**config.mk**
```make
export PLATFORM = sky130hd
export DESIGN_NAME = mux_arbiter
export DESIGN_NICKNAME = d
export VERILOG_FILES = /design/src/rtl/mux_arbiter_pkg.sv /design/src/rtl/mux_arbiter_mux.sv /design/src/rtl/mux_arbiter.sv
export SDC_FILE = /design/constraint.sdc
export NUM_CORES = 1
export LEC_CHECK = 0
export CORE_UTILIZATION = 28
export DETAILED_ROUTE_END_ITERATION = 10
export PLACE_DENSITY = 0.86
export SLEW_MARGIN = 25
export SYNTH_ARGS = -nofsm -noshare
export SYNTH_HDL_FRONTEND = slang
export SYNTH_SLANG_ARGS = --single-unit
export TNS_END_PERCENT = 10
```
**constraint.sdc**
```tcl
create_clock -name clk -period 3.5 [get_ports clk]
set_input_delay 0.525 -clock clk [delete_from_list [all_inputs] [get_ports clk]]
set_output_delay 0.525 -clock clk [all_outputs]
set_load 0.02 [all_outputs]
```
**src/rtl/mux_arbiter_pkg.sv**
```systemverilog
// Shared encodings for the two-requester mux arbiter.
// The grant helper serves both the idle pick and the release hand-off.
package mux_arbiter_pkg;

    typedef enum logic [1:0] {
        IDLE  = 2'b00,
        OWN_A = 2'b01,
        OWN_B = 2'b10
    } state_t;

    localparam logic SEL_A = 1'b1;
    localparam logic SEL_B = 1'b0;

    // Prefer whichever requester did not own the mux last; a lone requester always wins.
    function automatic state_t grant(input logic req_a, input logic req_b, input logic last_a);
        state_t g;
        g = IDLE;
        if (req_a && (!req_b || !last_a))
            g = OWN_A;
        else if (req_b)
            g = OWN_B;
        return g;
    endfunction

endpackage

```
**src/rtl/mux_arbiter_mux.sv**
```systemverilog
// Plain 2:1 data mux: sel=1 passes a, sel=0 passes b.
module mux #(
    parameter int WIDTH = 32
) (
    output logic [WIDTH-1:0] y,
    input  logic [WIDTH-1:0] a,
    input  logic [WIDTH-1:0] b,
    input  logic             sel
);

    assign y = sel ? a : b;

endmodule

```
**src/rtl/mux_arbiter.sv**
```systemverilog
// Round-robin owner of the shared mux select, with a per-owner burst cap.
// Handshake: a beat moves when out_valid && out_ready; the owner's ack fires in that same cycle.
module mux_arbiter
    import mux_arbiter_pkg::*;
#(
    parameter int WIDTH     = 32,
    parameter int MAX_BURST = 4
) (
    input  logic             clk,
    input  logic             rst,
    input  logic             req_a,
    input  logic             req_b,
    input  logic [WIDTH-1:0] a,
    input  logic [WIDTH-1:0] b,
    input  logic             out_ready,
    output logic             sel,
    output logic [WIDTH-1:0] y,
    output logic             out_valid,
    output logic             ack_a,
    output logic             ack_b,
    output logic [1:0]       owner
);

    localparam int CW = $clog2(MAX_BURST + 1);

    state_t          state;
    logic            last_a;
    logic [CW-1:0]   beat_cnt;
    logic            own_req;
    logic            transfer;
    logic            at_cap;
    logic            release_now;
    state_t          next_grant;

    assign own_req     = (state == OWN_A) ? req_a : (state == OWN_B) ? req_b : 1'b0;
    // Gated by rst so a burst cut off by reset never acks in the reset cycle.
    assign out_valid   = own_req && !rst;
    assign transfer    = out_valid && out_ready;
    assign ack_a       = transfer && (state == OWN_A);
    assign ack_b       = transfer && (state == OWN_B);
    assign at_cap      = (beat_cnt == CW'(MAX_BURST - 1));
    assign release_now = !own_req || (transfer && at_cap);
    assign next_grant  = grant(req_a, req_b, (state == IDLE) ? last_a : (state == OWN_A));
    assign owner       = state;

    always_ff @(posedge clk) begin
        if (rst) begin
            state    <= IDLE;
            sel      <= SEL_A;
            beat_cnt <= '0;
            last_a   <= 1'b0;
        end else begin
            case (state)
                IDLE: begin
                    if (next_grant != IDLE) begin
                        state <= next_grant;
                        sel   <= (next_grant == OWN_A) ? SEL_A : SEL_B;
                    end
                end
                OWN_A, OWN_B: begin
                    if (release_now) begin
                        last_a   <= (state == OWN_A);
                        beat_cnt <= '0;
                        state    <= next_grant;
                        if (next_grant != IDLE)
                            sel <= (next_grant == OWN_A) ? SEL_A : SEL_B;
                    end else if (transfer) begin
                        beat_cnt <= beat_cnt + 1'b1;
                    end
                end
                default: state <= IDLE;
            endcase
        end
    end

    mux #(.WIDTH(WIDTH)) u_mux (
        .y   (y),
        .a   (a),
        .b   (b),
        .sel (sel)
    );

endmodule

```
## Word level (Yosys, flattened, before mapping)

Cells that the tools add are included.
Widths: inputs -> output; s select.

- Register bits: 7
- Input bits: 69
- Output and inout bits: 38

- Add/subtract/negate cells: 1
- Eq/ne operators: 6
- Muxes and demuxes: 15
- Reductions and logical operators: 21

Operators by type and width:

| cell | count |
|---|---|
| $mux 32 | 1 |
| $mux 2 | 4 |
| $reduce_and 2->1 | 4 |
| $logic_and 1x1->1 | 6 |
| $mux 1 | 6 |
| $mux 3 | 2 |
| $reduce_bool 2->1 | 3 |
| $eq 2x1->1 const B | 2 |
| $logic_not 1->1 | 4 |
| $pmux 2 s2 | 1 |
| $add 3x1->3 const B | 1 |
| $eq 3x2->1 const B | 1 |
| $eq 2x2->1 const B | 1 |
| $logic_not 2->1 | 1 |
| $logic_or 1x1->1 | 2 |
| $ne 2x1->1 const B | 1 |
| $ne 2x2->1 const B | 1 |
| $pmux 1 s2 | 1 |
| $reduce_or 2->1 | 1 |

## Logic depth before layout (Yosys ltp)

- Word-level depth: 11
- Depth in mapped cells: 6

## Modules after synthesis

From an unflattened synthesis, not the netlist that was laid out.

- Cell total of the unflattened synthesis: 94
- Area, all modules: 1044.8 um^2

By module, submodules not included:

| module | instances | cells each | area each (um^2) |
|---|---|---|---|
| mux | 1 | 36 | 544.3 |
| mux_arbiter | 1 | 58 | 500.5 |

## Least setup slack after synthesis

No wires, ideal clock.

- Kind: register -> output
- Start point: register state[1] (netlist: owner[1])
- End point: output port ack_b
- Arrival: 1.728 ns
- Data required time: 2.975 ns
- Slack: 1.247 ns
- Stages on the path, launching flop included: 6
- Path buffers: 0
- Cells stage by stage: dfxtp_1 > inv_1 > ha_1 > nand3b_4 > a21oi_1 > and3_1

- Longest elaborated chain between the ends: 6
- Elaborated cells between the ends (all ways): 7
- Classes of those cells: eq/ne: 2; mux: 2; reduce/logical: 3

Ends and longest elaborated chain:

| element | line | source |
|---|---|---|
| from (decl) | mux_arbiter.sv:26 | `state_t state;` |
| from (signal assigned) | mux_arbiter.sv:56 | `state <= next_grant;` |
| from (signal assigned) | mux_arbiter.sv:64 | `state <= next_grant;` |
| $eq 2x2->1 | mux_arbiter.sv:35 | `assign own_req = (state == OWN_A) ? req_a : (state == OWN_B) ? req_b : 1'b0;` |
| $mux 1 | mux_arbiter.sv:35 |  |
| $mux 1 (*) | mux_arbiter.sv:35 |  |
| $logic_and 1x1->1 (*) | mux_arbiter.sv:37 | `assign out_valid = own_req && !rst;` |
| named net out_valid | mux_arbiter.sv:18 | `output logic out_valid,` |
| $logic_and 1x1->1 (*) | mux_arbiter.sv:38 | `assign transfer = out_valid && out_ready;` |
| $logic_and 1x1->1 (*) | mux_arbiter.sv:40 | `assign ack_b = transfer && (state == OWN_B);` |
| to (decl) | mux_arbiter.sv:20 | `output logic ack_b,` |

The timed path passes the listed nets; every way through them passes the cells marked *.

## Worst setup path after layout

- Start point: input port req_a
- End point: output port ack_b

- Longest elaborated chain between the ends: 4

Ends and longest elaborated chain:

| element | line | source |
|---|---|---|
| from (decl) | mux_arbiter.sv:11 | `input logic req_a,` |
| $mux 1 | mux_arbiter.sv:35 |  |
| $logic_and 1x1->1 | mux_arbiter.sv:37 |  |
| $logic_and 1x1->1 | mux_arbiter.sv:38 |  |
| $logic_and 1x1->1 | mux_arbiter.sv:40 |  |

No other way between the ends.

==> impl_results.md <==
* Largest net degree at the start of global routing at 24
* Initial core utilization at 0.3047
* Fin crit share at 0.8140
* CP required at approximately 3 ns
* Area growth, synth to finish at 130.8%
* P_int at around 0.33 mW
* Hold crit path type: register to register
* Routed wire per std cell at approximately 18 um
* Worst setup SP type: input pin
* Gr usage total at 0.2303
* Hpwl dp at 3404 um
* Static Leak at 0.7756 nW
* Worst stage delay on the critical path at 0.61 ns
* Clock skew at 0.01307 ns
* Row count at 19
* Critical path data arrival time at 2.32 ns
* P_sw at about 0.19 mW
* RSZ-0062 raised after global routing: false
* Maxcap violations at 0
* Adder-Cell Fraction of Synth Area at 0.08708
* Largest family of logic cells by synthesized area: multiplexers
* CTS Sinks at 7
* Library cells used by synthesis at 25
* Crit. path cell count at 5
* Vias per std cell at 4.934
* Max-slew violation count at 0
* Drc violations at 10
* Post-Place Cells at roughly 220
* Worst path top cell family by delay: buffers and inverters
* Pre-antenna DRT Iters at 7
* Hold_buf cts at 0
* Switching share of power at 0.3577
* Clock latency on the worst-skew pair at 0.27 ns
* Slew at the pin closest to its max-slew limit at roughly 0.52 ns
* Footprint of the multi-input gates at 676.9 sq um
* Flops & latches, synth at 7
* Die area at 0.003305 sq mm
* Routability cong. at about 0.8
* Critical path peak fanout at 7
* Total gr overflow at 0
* Crit Path Class: input pin to primary output
* Violated checks: DRC
* Clock power share at 0.150
* Post-CTS setup buffers at 0
* Comb pwr share at 0.672
* Top Ports at 107
* Pwr Density at 261.8 mW/mm^2
* Seq. cell area at 140.1 sq um
* CTS tree: built
* Worst Hold Depth at 1
* Seq pwr share at 0.178
* Commonest non-fill, non-tap cell in the layout: clkdlybuf4s50_1
* TritonCTS Buffers at 3
* Slowest cell on crit path: clkdlybuf4s50_1
* CP Capture Type: primary output
* Compound-Gate Fraction of Synth Area at 0.1655
* # nets final at 273
* Reg2Reg Depth at 6
* Syn Nets at approximately 170
* Synthesized area at between 800 and 900 sq um
* Drt total wl at 4050 um
* Final Hold Slack at about 0.46 ns
* Layout Cells excl Fill at around 230
* Ant diodes at 0
* Synthesized area per cell at 9.579 sq um
* CTS resizes at 0
* Sequential area share after synthesis at 0.1626
* Core Area at around 0.0028 sq mm
* Die W at 57.49 um
* Die Y at roughly 57 um
* First-pass GRT wire length at 5678 um
* Worst-path clk slew at 0.05 ns
* 1st-iter DRT viols at 55
* Vias at 1,125
* Fillcell total at ~220
* Post-DRT Antenna Nets at 0
* Rel. slew slack at 0.6549
* Final setup TNS at 0 ns
* Final hold violation count at 0
* FMAX at 351.0 MHz
* Most frequent cells in the layout: clkdlybuf4s50_1 (106), mux2_2 (33), inv_1 (7), dfxtp_1 (7), ha_1 (6)
* Clk buf depth at 2
* Crit-path cells: clkdlybuf4s50_1 > nand2_1 > a21oi_1 > and3_1 > clkdlybuf4s50_1
* Synth warn at 0
* Setup Viol. Count Final at 0
* Period minus WS final at 2.849 ns
* Initial antenna violation count at 0
* Buffers on Ports at ~110
* Status: complete, but fails checks
* Worst path most repeated cell: clkdlybuf4s50_1
* Mux contribution to synthesized area at 0.4311
* Worst Path Buf+Inv at 2
* VDD IR-drop max at 0.2409 mV
* Post-synthesis xor/xnor area fraction at 0
* Synth Instances at 90
* Vias in the first global route at roughly 1.1k
* Simple-gate share of the synthesized area at 0.1016
* Share of cells above drive strength 1 at 0.2081
* H-Tree Depth at 1
* Clk root buf: clkbuf_4
## metal layers
layer  track usage  share of wire  vias up
li1              -              -      549
met1        0.2741           0.39      510
met2        0.3837           0.47       57
met3       0.08617           0.12        9
met4       0.06969          0.017        0
met5             0              0        -
## synth_stat cells
cell	number	share of area
a21o_1	1	0.0087
buf_2	3	0.017
ha_1	6	0.087
and3b_4	1	0.015
a21oi_1	5	0.029
clkbuf_1	1	0.0043
o211ai_1	1	0.0087
nand3b_4	1	0.023
o311ai_0	1	0.010
o31ai_1	1	0.0087
o21ai_0	2	0.012
o2bb2ai_1	2	0.020
nand2_1	5	0.022
or3_1	1	0.0073
and3_1	1	0.0073
a2111o_1	1	0.013
o21bai_1	1	0.0087
dfxtp_1	7	0.16
inv_1	7	0.030
o22ai_1	2	0.015
nor4b_1	1	0.010
a2111oi_2	1	0.017
a211oi_2	1	0.015
nor2_1	4	0.017
mux2_2	33	0.43
## power groups by stage
stage	sequential, mW	combinational (mW)	clock (mW)
CTS	0.0930	0.351	0.0782
global placement	0.0943	0.343	0
floorplan	0.0927	0.161	0
global route	0.0938	0.365	0.0827
detailed placement	0.0948	0.349	0
finish	0.0929	0.350	0.0779
## sequential cells by signal, summed over array words and instances, names as in the netlist
register  cells
beat_cnt      3
owner         2
last_a        1
sel           1
## worst paths after layout
kind | slack [ns] | endpoint | from
worst max-delay path | 0.65 | ack_b | req_a
worst min-delay path | 0.46 | beat_cnt[2] | beat_cnt[2]
worst max register to register | 1.84 | owner[0] | owner[1]
worst min register to register | 0.46 | beat_cnt[2] | beat_cnt[2]
## kinds of logic (layout without fill, tap and decap cells)
group | Yosys count | in the layout
buffers and inverters | 11 | 118
multiplexers | 33 | 33
flip-flops | 7 | 7
AO/OA/AOI/OAI | 19 | 19
adder cells (fa/ha/maj) | 6 | 6
AND/OR/NAND/NOR | 14 | 14
## through the flow
stage / setup slack, ns / power (mW) / util / instance area [sq um]
global placement: 0.7215 / 0.4376 / 0.6939 / 1963
CTS: 0.6569 / 0.5221 / 0.7032 / 1989
floorplan: 1.247 / 0.2532 / - / 862.1
finish: 0.6511 / 0.5208 / 0.7032 / 1989
global route: 0.5795 / 0.5410 / 0.7032 / 1989
detailed placement: 0.6641 / 0.4436 / 0.6939 / 1963
## layout make-up
class                      count  share of cell area
clock buffer                   4             0.01321
inverter                       7             0.01321
multi-input combinational     72              0.3403
sequential                     7             0.07044
tap                           31             0.01950
timing repair buffer         107              0.5434
(Power assumes the default switching activity.)
